**config.mk**
```make
export PLATFORM = sky130hd
export DESIGN_NAME = mem_access_stage
export DESIGN_NICKNAME = d
export VERILOG_FILES = /design/src/rtl/mem_access_stage.sv
export SDC_FILE = /design/constraint.sdc
export NUM_CORES = 1
export LEC_CHECK = 0
export BUFFER_PORTS_ARGS = -buffer_cell sky130_fd_sc_hd__buf_4
export CAP_MARGIN = 15
export CORE_MARGIN = 4
export CORE_UTILIZATION = 49
export CTS_CLUSTER_SIZE = 12
export DETAILED_ROUTE_END_ITERATION = 10
export GPL_TIMING_DRIVEN = 0
export PLACE_DENSITY = 0.86
export SYNTH_ARGS = -nofsm -noshare
export SYNTH_HDL_FRONTEND = slang
export SYNTH_SLANG_ARGS = --single-unit
```
**constraint.sdc**
```tcl
create_clock -name clk -period 8.5 [get_ports clk]
set_input_delay 1.7 -clock clk [delete_from_list [all_inputs] [get_ports clk]]
set_output_delay 1.7 -clock clk [all_outputs]
set_load 0.01 [all_outputs]
```
**src/rtl/mem_access_stage.sv**
```systemverilog
// MEM pipeline stage: drives a req/ack data-memory port, steers store lanes,
// extends load data, stalls the front of the pipe while an access is pending.
module mem_access_stage #(
  parameter int MAX_WAIT = 16
) (
  input  logic        clk,
  input  logic        reset,
  input  logic [31:0] alu_result_in,
  input  logic [31:0] store_data_in,
  input  logic [2:0]  funct3_in,
  input  logic        mem_read_in,
  input  logic        mem_write_in,
  input  logic [4:0]  rd_in,
  input  logic        reg_write_in,
  input  logic        mem_to_reg_in,
  output logic        dmem_req,
  output logic        dmem_we,
  output logic [31:0] dmem_addr,
  output logic [31:0] dmem_wdata,
  output logic [3:0]  dmem_wstrb,
  input  logic        dmem_ack,
  input  logic [31:0] dmem_rdata,
  output logic        stall,
  output logic [31:0] mem_data_out,
  output logic [31:0] alu_result_out,
  output logic [4:0]  rd_out,
  output logic        reg_write_out,
  output logic        mem_to_reg_out,
  output logic        misalign_err,
  output logic        bus_err
);

  typedef enum logic {S_IDLE, S_BUSY} state_t;

  localparam logic [7:0] LP_LAST = 8'(MAX_WAIT - 1);

  state_t      r_state, w_next;
  logic [7:0]  r_cnt;
  logic [31:0] r_addr, r_wdata;
  logic        r_we;
  logic [3:0]  r_wstrb;
  logic [2:0]  r_funct3;
  logic [1:0]  r_lsb;

  logic        w_is_mem, w_misalign, w_start, w_wb_en;
  logic [31:0] w_wdata, w_load;
  logic [3:0]  w_wstrb;
  logic [7:0]  w_byte;
  logic [15:0] w_half;

  assign w_is_mem   = mem_read_in | mem_write_in;
  assign w_misalign = w_is_mem &
                      (((funct3_in[1:0] == 2'b01) & alu_result_in[0]) |
                       ((funct3_in[1:0] == 2'b10) & (alu_result_in[1:0] != 2'b00)));
  assign w_start    = (r_state == S_IDLE) & w_is_mem & ~w_misalign;

  always_comb begin
    w_wdata = store_data_in;
    w_wstrb = 4'b1111;
    case (funct3_in[1:0])
      2'b00: begin
        w_wdata = {4{store_data_in[7:0]}};
        w_wstrb = 4'b0001 << alu_result_in[1:0];
      end
      2'b01: begin
        w_wdata = {2{store_data_in[15:0]}};
        w_wstrb = 4'b0011 << alu_result_in[1:0];
      end
      default: ;
    endcase
  end

  // Lane select uses the latched offset; the word itself arrives with ack.
  assign w_byte = dmem_rdata[{r_lsb, 3'b000} +: 8];
  assign w_half = r_lsb[1] ? dmem_rdata[31:16] : dmem_rdata[15:0];

  always_comb begin
    case (r_funct3)
      3'b000:  w_load = {{24{w_byte[7]}}, w_byte};
      3'b100:  w_load = {24'h0, w_byte};
      3'b001:  w_load = {{16{w_half[15]}}, w_half};
      3'b101:  w_load = {16'h0, w_half};
      default: w_load = dmem_rdata;
    endcase
  end

  always_ff @(posedge clk or posedge reset) begin
    if (reset) begin
      r_state  <= S_IDLE;
      r_cnt    <= 8'd0;
      r_addr   <= 32'd0;
      r_wdata  <= 32'd0;
      r_we     <= 1'b0;
      r_wstrb  <= 4'd0;
      r_funct3 <= 3'd0;
      r_lsb    <= 2'd0;
    end else begin
      r_state <= w_next;
      if (w_start) begin
        r_cnt    <= 8'd0;
        r_addr   <= {alu_result_in[31:2], 2'b00};
        r_we     <= mem_write_in;
        r_wdata  <= w_wdata;
        r_wstrb  <= mem_write_in ? w_wstrb : 4'd0;
        r_funct3 <= funct3_in;
        r_lsb    <= alu_result_in[1:0];
      end else if (r_state == S_BUSY && !dmem_ack) begin
        r_cnt <= r_cnt + 8'd1;
      end
    end
  end

  always_comb begin
    w_next       = r_state;
    stall        = 1'b0;
    dmem_req     = 1'b0;
    w_wb_en      = 1'b0;
    misalign_err = 1'b0;
    bus_err      = 1'b0;
    mem_data_out = 32'd0;
    case (r_state)
      S_IDLE: begin
        if (w_misalign) begin
          misalign_err = 1'b1;
        end else if (w_is_mem) begin
          stall  = 1'b1;
          w_next = S_BUSY;
        end else begin
          w_wb_en = 1'b1;
        end
      end
      S_BUSY: begin
        dmem_req = 1'b1;
        // Ack wins over timeout when both land in the same cycle.
        if (dmem_ack) begin
          w_next  = S_IDLE;
          w_wb_en = 1'b1;
          if (!r_we) mem_data_out = w_load;
        end else if (r_cnt == LP_LAST) begin
          bus_err = 1'b1;
          w_next  = S_IDLE;
        end else begin
          stall = 1'b1;
        end
      end
    endcase
    if (reset) begin
      stall        = 1'b0;
      dmem_req     = 1'b0;
      w_wb_en      = 1'b0;
      misalign_err = 1'b0;
      bus_err      = 1'b0;
      mem_data_out = 32'd0;
    end
  end

  assign dmem_we        = r_we;
  assign dmem_addr      = r_addr;
  assign dmem_wdata     = r_wdata;
  assign dmem_wstrb     = r_wstrb;
  assign alu_result_out = alu_result_in;
  assign rd_out         = rd_in;
  assign reg_write_out  = reg_write_in & w_wb_en;
  assign mem_to_reg_out = mem_to_reg_in & w_wb_en;

endmodule

```
==> flow_summary_export.csv, run 1 <==
group,metric,value,unit
outcome,outcome,"finished, final reports clean",
drt,first_pass_iters,6,
yosys,yosys.area.top_type,"dfrtp_1",
yosys,synth_top_area_share,42.5,%
global_route,antenna_found_initial,0,
setup_path,critPathLaunchType,"input port",
cts,htreeDepth,3,
yosys,netlist_instances,425,
cells_and_area,fillers,648,
sta,tns,0,ns
setup_path,worst-path-buf-inv,3,
cells_and_area,multi_input_area,2220,µm²
setup_path,cp_cell_sequence,"buf_4, nand4bb_1, buf_2, or3_4, o21ai_0, buf_4",
cts,cts_buffer_depth,2,
floorplan,die_h,107,µm
drt,route.vias.total,4396,
cts,cts.repair.resized,0,
cells_and_area,seq_area,2030,µm²
cts,numCtsBuffers,9,
yosys,synth_seq_area_share,42.5,%
cells_and_area,final_cell_mix,"buf_4, dfrtp_1, mux2_2",
cells_and_area,antenna_cells,0,
cts,cts-root-buf,"clkbuf_8",
global_route,grt_max_degree,66,
sta,rsz0062_at_grt,"no",
hold_path,hold_class,"reg -> reg",
drt,drtAntennaViolNets,0,
setup_path,slowest_delay,0.38,ns
drt,routed_wl,15300,µm
setup_path,startpoint,"reset",
sta,hold_viol,0,
floorplan,initial_core_util,50.9,%
global_route,grt_usage,25.8,%
floorplan,num_io_pins,255,
setup_path,cp.depth,6,
run,cap_violations,0,
setup_path,worst_path_max_delay_cell,"or3_4",
setup_path,crit_arrival,3.13,ns
setup_path,cp_max_fo,8,
sta,clock_skew,0.0111,ns
drt,vias_per_cell,5.38,
yosys,syn_avg_cell_area,11.2,µm²
cells_and_area,layout_commonest_cell,"buf_4",
global_route,gr-total-overflow,0,
yosys,synth-seq-cells,81,
floorplan,num_rows,35,
pwr,power_leakage,0.00345,µW
setup_path,r2r_start,"r_state$_DFF_PP0_",
global_route,first_global_vias,4592,
place,portBuffers,245,
cells_and_area,design_area,7010,µm²
sta,setup_viol,0,
pwr,power,1600,µW
hold_path,min_path_cells,1,
place,dpl.hpwl,12100,µm
sta,relSlewSlack,64.2,%
global_route,grt_pass1_wl,23100,µm
sta,min_period_over_period,56.9,%
setup_path,crit_required,6.80,ns
pwr,cellPowerDensity,228,nW/µm²
cells_and_area,area_growth,46.8,%
cts,clk_pin_slew_worst_paths,0.08,ns
floorplan,core_area,9370,µm²
cts,cts_tree,"yes",
cells_and_area,drive_above_1_share,61.8,%
cells_and_area,finalNetCount,795,
yosys,synth_edf_count,0,
setup_path,critPathKind,"in -> out",
yosys,ys_warn_count,0,
yosys,synth_area_leaders,"dfrtp_1, mux2_2, buf_4",
setup_path,cp-endpoint,"mem_data_out[31]",
yosys,syn_area,4770,µm²
drt,drtIter0Drc,283,
sta,fmax,207,MHz
setup_path,rr_worst_depth,5,
yosys,synth-async-reset-ratio,100,%
drt,wire_per_inst,18.8,µm
cells_and_area,final_core_util,74.8,%
setup_path,r2r_setup_slack,6.67,ns
cts,clock_latency,0.35,ns
cts,cts_hold_buf,0,
sta,worst_pin_slew,0.522,ns
floorplan,die_area,11400,µm²
drt,drc,0,
cts,numClockSinks,81,
cts,postCtsSetupRepairBufs,0,
yosys,synth-main-ff-cell,"dfrtp_1",
sta,slew_violations,0,
place,placed_area,6810,µm²
sta,hold_ws,0.510,ns
sta,fin_crit,4.83,ns
place,routabilityCongestion,0.895,
setup_path,path_delay_family,"simple AND/OR/NAND/NOR gates",
setup_path,path_common_cell,"buf_4",
floorplan,die_x,107,µm
setup_path,rr_endpoint,"dmem_wdata[22]$_DFFE_PP0N_",
setup_path,crit_path_end_kind,"output port",
yosys,synth_cell_types,55,
pwr,irDropWorstVdd,0.151,mV
[cell families (layout without fill, tap and decap cells)]
group / count (synthesis) / in the layout / share of synthesized area [%]
AND/OR/NAND/NOR: 73 / 73 / 8.60
multiplexers: 107 / 107 / 26.7
other: 1 / 2 / 0.0786
flip-flops: 81 / 81 / 42.5
XOR/XNOR: 1 / 1 / 0.184
buffers and inverters: 88 / 350 / 11.1
AO/OA/AOI/OAI: 73 / 73 / 10.6
adder cells (fa/ha/maj): 1 / 1 / 0.262
[routing by layer]
metal  wire, µm  GRT usage [%]  part of all wire [%]  vias to the layer above
met5          0              0                     0                        -
met4        637           10.9                   4.2                        0
met3       1510           8.91                   9.8                       52
met2       7840           46.4                    51                      279
met1       5360           27.4                    35                     2068
li1           -              -                     -                     1997
[flip-flops by register name, summed over array words and instances (netlist names)]
signal,count
dmem_wdata,32
dmem_addr,30
r_cnt,8
dmem_wstrb,4
r_funct3,3
r_lsb,2
dmem_we,1
r_state,1
[cell usage after synthesis, types with 2 or more instances]
library cell and n:
mux2_2 75, mux2_4 19, o21ai_1 10, or3_1 4, and3b_1 2, dfrtp_1 81, buf_6 3, clkbuf_1 11
nand2b_1 2, inv_1 21, a211oi_1 7, a21oi_1 5, a221oi_1 9, nand3_1 20, nand2_1 18, buf_2 7
o21ba_2 2, nor2_2 2, nor2b_1 2, o32ai_1 7, nor2_1 5, mux2i_1 12, and2_1 2, o21ai_0 22
or4_1 2, buf_4 45, o22ai_1 2
[final cells by class]
cell class	instances	area share, %
Clock buffer	9	1.77
Timing Repair Buffer	246	26.6
Clock inverter	7	1.09
Tap cell	129	2.30
Buffer	67	6.47
Sequential cell	81	28.9
Multi-Input combinational cell	257	31.6
Inverter	21	1.16
[per-stage QoR]
stage / instances / setup WS (ns)
3_3_place_gp: 800 / 2.08
5_1_grt: 817 / 3.55
4_1_cts: 817 / 3.67
6_report: 817 / 3.67
2_1_floorplan: 426 / 2.98
3_5_place_dp: 801 / 3.67
[where the power goes]
group / internal, µW / total, µW / leakage (µW) / switching (µW)
clock: 138 / 291 / 0.0000966 / 153
sequential: 509 / 592 / 0.000967 / 83.8
combinational: 392 / 716 / 0.00238 / 323
[how the worst min path moves through the flow]
stage                                          from                         to  slack (ns)
after CTS                 dmem_addr[31]$_DFFE_PP0N_  dmem_addr[31]$_DFFE_PP0N_        0.51
final                     dmem_addr[31]$_DFFE_PP0N_  dmem_addr[31]$_DFFE_PP0N_        0.51
after floorplan             r_funct3[2]$_DFFE_PP0N_    r_funct3[2]$_DFFE_PP0N_        0.51
after global placement    dmem_addr[14]$_DFFE_PP0N_  dmem_addr[14]$_DFFE_PP0N_        0.49
after detailed placement  dmem_addr[31]$_DFFE_PP0N_  dmem_addr[31]$_DFFE_PP0N_        0.50
after global routing      dmem_addr[14]$_DFFE_PP0N_  dmem_addr[14]$_DFFE_PP0N_        0.53
Note: power is estimated with default switching activity, not from simulation.
==> run 2: changes to the inputs <==
--- a/config.mk
+++ b/config.mk
@@ -8,11 +8,11 @@
 export BUFFER_PORTS_ARGS = -buffer_cell sky130_fd_sc_hd__buf_4
 export CAP_MARGIN = 15
 export CORE_MARGIN = 4
-export CORE_UTILIZATION = 49
+export CORE_UTILIZATION = 41
 export CTS_CLUSTER_SIZE = 12
 export DETAILED_ROUTE_END_ITERATION = 10
 export GPL_TIMING_DRIVEN = 0
-export PLACE_DENSITY = 0.86
+export PLACE_DENSITY = 0.77
 export SYNTH_ARGS = -nofsm -noshare
 export SYNTH_HDL_FRONTEND = slang
 export SYNTH_SLANG_ARGS = --single-unit
==> constraint.sdc (replaced) <==
create_clock -name clk -period 4 [get_ports clk]
set_input_delay 0.8 -clock clk [delete_from_list [all_inputs] [get_ports clk]]
set_output_delay 0.8 -clock clk [all_outputs]
set_load 0.01 [all_outputs]
==> run 2 against run 1 <==
Worst hold slack worse by 0.066 ns. Sequential cell count stayed put. Non-clock buffer count stayed put. Sequential power is 110% higher. Register-to-register slack worse by 4.5 ns. Routed wire length is 0.89% lower. Sequential share of layout area is 0.47 points lower. Total power is 120% higher. Clock power grew to 2.8 times the previous value. Combinational power is 110% higher. Largest power group unchanged.
==> flow_summary_export.csv, run 2 (synthesized netlist as in run 1, its figures left out) <==
group,metric,value,unit
global_route,grt_max_degree,65,
sta,clock_skew,0.00708,ns
global_route,gr-total-overflow,0,
outcome,outcome,"finished, final reports clean",
cells_and_area,design_area,7120,µm²
run,cap_violations,0,
pwr,irDropWorstVdd,0.423,mV
drt,wire_per_inst,18.3,µm
cts,cts.repair.resized,0,
cts,postCtsSetupRepairBufs,0,
place,place_inst,815,
global_route,first_global_vias,4339,
drt,route.vias.total,4298,
place,dpl.hpwl,12200,µm
setup_path,r2r_setup_slack,2.17,ns
drt,drtAntennaViolNets,0,
hold_path,hold_class,"in -> async",
setup_path,crit_path_end_kind,"output port",
sta,rsz0062_at_grt,"no",
setup_path,crit_required,3.20,ns
cts,cts_hold_buf,0,
pwr,internal_power,2410,µW
sta,fmax,324,MHz
global_route,antenna_found_initial,0,
setup_path,r2r_start,"r_state$_DFF_PP0_",
cts,clock_latency,0.34,ns
global_route,grt_use_met3,6.06,%
setup_path,rr_endpoint,"dmem_wdata[17]$_DFFE_PP0N_",
floorplan,core_area,11400,µm²
cts,numClockSinks,81,
cts,cts_buffer_depth,2,
setup_path,cp_max_fo,10,
place,portBuffers,245,
drt,drc,0,
sta,fin_crit,3.08,ns
pwr,sequentialPowerShare,34.9,%
setup_path,critPathLaunchType,"input port",
global_route,use_met1,22.8,%
cells_and_area,finalNetCount,795,
pwr,p_sw,1180,µW
sta,tns,0,ns
cells_and_area,layout_commonest_cell,"buf_4",
sta,setup_viol,0,
pwr,swShare,32.8,%
cts,htreeDepth,3,
floorplan,die_h,116,µm
sta,min_period_over_period,77.1,%
setup_path,rr_worst_depth,5,
global_route,grt_pass1_wl,22300,µm
sta,fin_ws,0.916,ns
cts,clk_pin_slew_worst_paths,0.06,ns
global_route,grt_usage,21.5,%
cells_and_area,antenna_cells,0,
cells_and_area,drive_above_1_share,61.6,%
pwr,p_clk_share,22.9,%
place,placed_area,6820,µm²
global_route,grt-busiest-layer,"met2",
setup_path,crit_arrival,2.28,ns
place,routabilityCongestion,0.908,
pwr,combPwrFrac,42.2,%
pwr,cellPowerDensity,505,nW/µm²
drt,first_pass_iters,4,
floorplan,num_rows,39,
cts,numCtsBuffers,9,
floorplan,die_area,13400,µm²
floorplan,initial_core_util,41.8,%
drt,routed_wl,15200,µm
floorplan,die_x,116,µm
drt,vias_per_cell,5.17,
drt,drtIter0Drc,241,
sta,hold_viol,0,
cts,cts_tree,"yes",
floorplan,num_io_pins,255,
sta,relSlewSlack,57.5,%
global_route,grtUsageMet2,39.6,%
cells_and_area,instances_no_fill,831,
setup_path,critPathKind,"in -> out",
cells_and_area,area_growth,49.3,%
sta,slew_violations,0,
pwr,power_leakage,0.00349,µW
cells_and_area,largest_reg_flops,32,
cells_and_area,final_cell_mix,"buf_4, dfrtp_1, mux2_2",
sta,worst_pin_slew,0.620,ns
cts,cts-root-buf,"clkbuf_16",
place,dp_slack,0.954,ns
==> run 2: changes by cell type in the layout (fill, tap and decap cells not counted) <==
cell	before	now
clkbuf_1	11	12
clkbuf_16	0	9
clkbuf_8	9	1
clkinv_2	1	2
inv_6	3	0
==> run 2: stage by stage <==
stage | hold slack (ns) | util (%) | power, µW
after floorplan | 0.505 | - | 2050
after global placement | 0.491 | 59.5 | 2750
after detailed placement | 0.495 | 59.8 | 2790
after CTS | 0.438 | 62.4 | 3620
after global routing | 0.453 | 62.4 | 3790
final | 0.444 | 62.4 | 3590
==> run 2: layout make-up <==
class / count / area (µm²)
well taps: 143 / 179
plain buffers: 67 / 453
flip-flops and latches: 81 / 2030
fillers: 946 / 4300
clock inverters: 5 / 55.1
multi-input cells: 257 / 2220
clock buffers: 11 / 243
inverters: 21 / 81.3
repair buffers: 246 / 1870
==> run 2: power by group through the flow <==
stage | clock (µW) | combinational (µW) | sequential [µW]
5_1_grt | 871 | 1630 | 1290
3_3_place_gp | 0 | 1510 | 1240
6_report | 823 | 1520 | 1250
2_1_floorplan | 0 | 701 | 1350
3_5_place_dp | 0 | 1530 | 1260
4_1_cts | 835 | 1530 | 1250
==> run 2: worst max-delay path, cell delays in order <==
cell and delay [ns]:
buf_4 0.12, mux2_2 0.29, mux2i_1 0.49, clkbuf_2 0.32, o21ai_1 0.11, buf_4 0.15
==> run 2: worst max-delay path by stage <==
stage	startpoint	to	slack [ns]
after detailed placement	dmem_rdata[23]	mem_data_out[24]	0.95
after global routing	r_lsb[0]$_DFFE_PP0N_	mem_data_out[7]	0.79
final	dmem_rdata[31]	mem_data_out[26]	0.92
after CTS	dmem_rdata[23]	mem_data_out[24]	0.94
after global placement	reset	misalign_err	-0.68
after floorplan	reset	misalign_err	0.28
==> run 2: per-layer routing <==
layer	vias up	wire, µm	part of all wire (%)
met5	-	0	0
met4	0	378	2.5
met3	25	1640	11
met2	226	8020	53
met1	2048	5160	34
li1	1999	-	-
==> run 3: changes to the inputs <==
==> constraint.sdc (replaced) <==
create_clock -name clk -period 2.52 [get_ports clk]
set_input_delay 0.504 -clock clk [delete_from_list [all_inputs] [get_ports clk]]
set_output_delay 0.504 -clock clk [all_outputs]
set_load 0.01 [all_outputs]
==> run 3 against run 2 <==
Routed wire length shrank 0.53%. Critical path type is now reg -> out. Worst hold slack lost 0.24 ns. Largest power group unchanged. Non-clock buffer count grew 3. Critical path depth is the same. Cell count grew 0.48%.
==> flow_summary_export.csv, run 3 (synthesized netlist as in run 1, its figures left out) <==
group,metric,value,unit
outcome,outcome,"finished, final reports clean",
cells_and_area,finalNetCount,798,
cells_and_area,layout_commonest_cell,"buf_4",
cells_and_area,final_core_util,63.1,%
pwr,cellPowerDensity,791,nW/µm²
floorplan,die_x,116,µm
place,dpl.hpwl,12100,µm
cts,numClockSinks,81,
cells_and_area,area_growth,51.0,%
setup_path,r2r_start,"r_state$_DFF_PP0_",
drt,vias_per_cell,5.13,
global_route,grtUsageMet2,39.1,%
global_route,grt_use_met3,5.64,%
global_route,use_met1,23.9,%
drt,route.vias.total,4287,
cts,cts-root-buf,"clkbuf_16",
place,placed_area,6840,µm²
place,routabilityCongestion,0.905,
pwr,sequentialPowerShare,35.0,%
setup_path,crit_path_end_kind,"output port",
pwr,p_clk_share,21.4,%
setup_path,cp_cell_sequence,"nand4bb_1, buf_4, or3_4, buf_4, o21ai_1, buf_4",
setup_path,path_common_cell,"buf_4",
sta,hold_viol,0,
drt,first_pass_iters,5,
pwr,combPwrFrac,43.6,%
cells_and_area,design_area,7200,µm²
cts,clock_latency,0.33,ns
sta,clock_skew,0.00407,ns
run,cap_violations,0,
drt,drc,0,
cts,cts_hold_buf,0,
hold_path,hold_class,"in -> async",
setup_path,crit_arrival,1.94,ns
global_route,grt-busiest-layer,"met2",
sta,hold_ws,0.206,ns
global_route,antenna_found_initial,1,
sta,setup_viol,0,
global_route,first_global_vias,4310,
global_route,grt_pass1_wl,22500,µm
setup_path,rr_endpoint,"dmem_wdata[23]$_DFFE_PP0N_",
setup_path,rr_worst_depth,5,
floorplan,initial_core_util,41.8,%
cells_and_area,final_cell_mix,"buf_4, dfrtp_1, mux2_2",
floorplan,die_h,116,µm
floorplan,num_rows,39,
cells_and_area,fillers,918,
cells_and_area,largest_reg_flops,32,
global_route,grt_max_degree,37,
cts,cts_buffer_depth,2,
pwr,power_leakage,0.00353,µW
sta,fin_crit,2.45,ns
cts,htreeDepth,3,
setup_path,r2r_setup_slack,0.78,ns
pwr,swShare,33.2,%
floorplan,die_area,13400,µm²
sta,min_period_over_period,97.2,%
drt,routed_wl,15100,µm
pwr,internal_power,3810,µW
setup_path,critPathKind,"reg -> out",
drt,drtAntennaViolNets,0,
sta,slew_violations,0,
setup_path,worst_path_max_delay_cell,"dfrtp_1",
drt,drtIter0Drc,210,
sta,fmax,408,MHz
pwr,p_sw,1890,µW
setup_path,crit_required,2.02,ns
global_route,grt_usage,21.8,%
cells_and_area,drive_above_1_share,63.7,%
setup_path,cp_max_fo,10,
floorplan,num_io_pins,255,
setup_path,slowest_delay,0.40,ns
floorplan,core_area,11400,µm²
cts,numCtsBuffers,9,
cts,clk_pin_slew_worst_paths,0.06,ns
pwr,irDropWorstVdd,0.650,mV
cts,cts_tree,"yes",
setup_path,critPathLaunchType,"flip-flop",
place,portBuffers,245,
drt,wire_per_inst,18.1,µm
global_route,gr-total-overflow,0,
sta,tns,0,ns
==> run 3: cell types whose count changed in the layout (fill, tap and decap cells not counted), moves of 2 or more <==
cell      change
dfrtp_1       -2
clkbuf_1      -7
dfrtp_2       +2
buf_2         -2
clkbuf_2      +3
buf_12        +2
buf_4         +3
clkbuf_4      +2
==> run 3: power by group through the flow <==
stage | Combinational (µW) | Clock [µW] | Sequential (µW)
after floorplan | 1110 | 0 | 2140
after global placement | 2400 | 0 | 1970
after detailed placement | 2430 | 0 | 2000
after CTS | 2480 | 1250 | 2000
after global routing | 2660 | 1300 | 2050
final | 2480 | 1220 | 2000
==> run 3: through the flow <==
step	total power (µW)	setup slack (ns)	cells
2_1_floorplan	3250	-0.0671	426
3_3_place_gp	4370	-0.887	814
3_5_place_dp	4430	0.0819	816
4_1_cts	5720	-0.0319	833
5_1_grt	6020	-0.0171	835
6_report	5700	0.0716	835
==> run 3: timing repair <==
item,in CTS,in global routing
setup buffers,1,1
resized for setup,9,17
gates cloned,0,0
endpoints found under the setup margin,20,26
pin swaps,0,1
==> run 3: area by class of cell <==
type,instances,area (µm²),share of cell area [%]
multi-input combinational,257,2260,31.4
timing repair buffer,249,1890,26.3
antenna,1,2.50,0.0347
sequential,81,2030,28.2
buffer,67,473,6.56
tap,143,179,2.48
clock buffer,11,253,3.51
inverter,21,82.6,1.15
clock inverter,5,30.0,0.417
==> run 3: worst max-delay path: cells and delay by family, from the launching register on <==
family	cells	cell delay, ns
buffers and inverters	3	0.52
flip-flops	1	0.40
AO/OA/AOI/OAI	1	0.13
AND/OR/NAND/NOR	2	0.57
==> run 3: worst max path at each step <==
stage	endpoint	cells after the start	slack (ns)	startpoint
6_report	mem_data_out[30]	6	0.07	dmem_we$_DFFE_PP0N_
5_1_grt	mem_data_out[26]	6	-0.02	dmem_we$_DFFE_PP0N_
4_1_cts	mem_data_out[15]	5	-0.03	r_funct3[0]$_DFFE_PP0N_
3_5_place_dp	mem_data_out[23]	6	0.08	dmem_rdata[23]
3_3_place_gp	misalign_err	4	-0.89	reset
2_1_floorplan	misalign_err	2	-0.07	reset
==> run 3: layer usage <==
metal / wire (µm) / vias to the layer above / part of all wire [%]
met5: 0 / - / 0
met4: 487 / 0 / 3.2
met3: 1540 / 31 / 10
met2: 7800 / 209 / 52
met1: 5290 / 2045 / 35
li1: - / 2002 / -
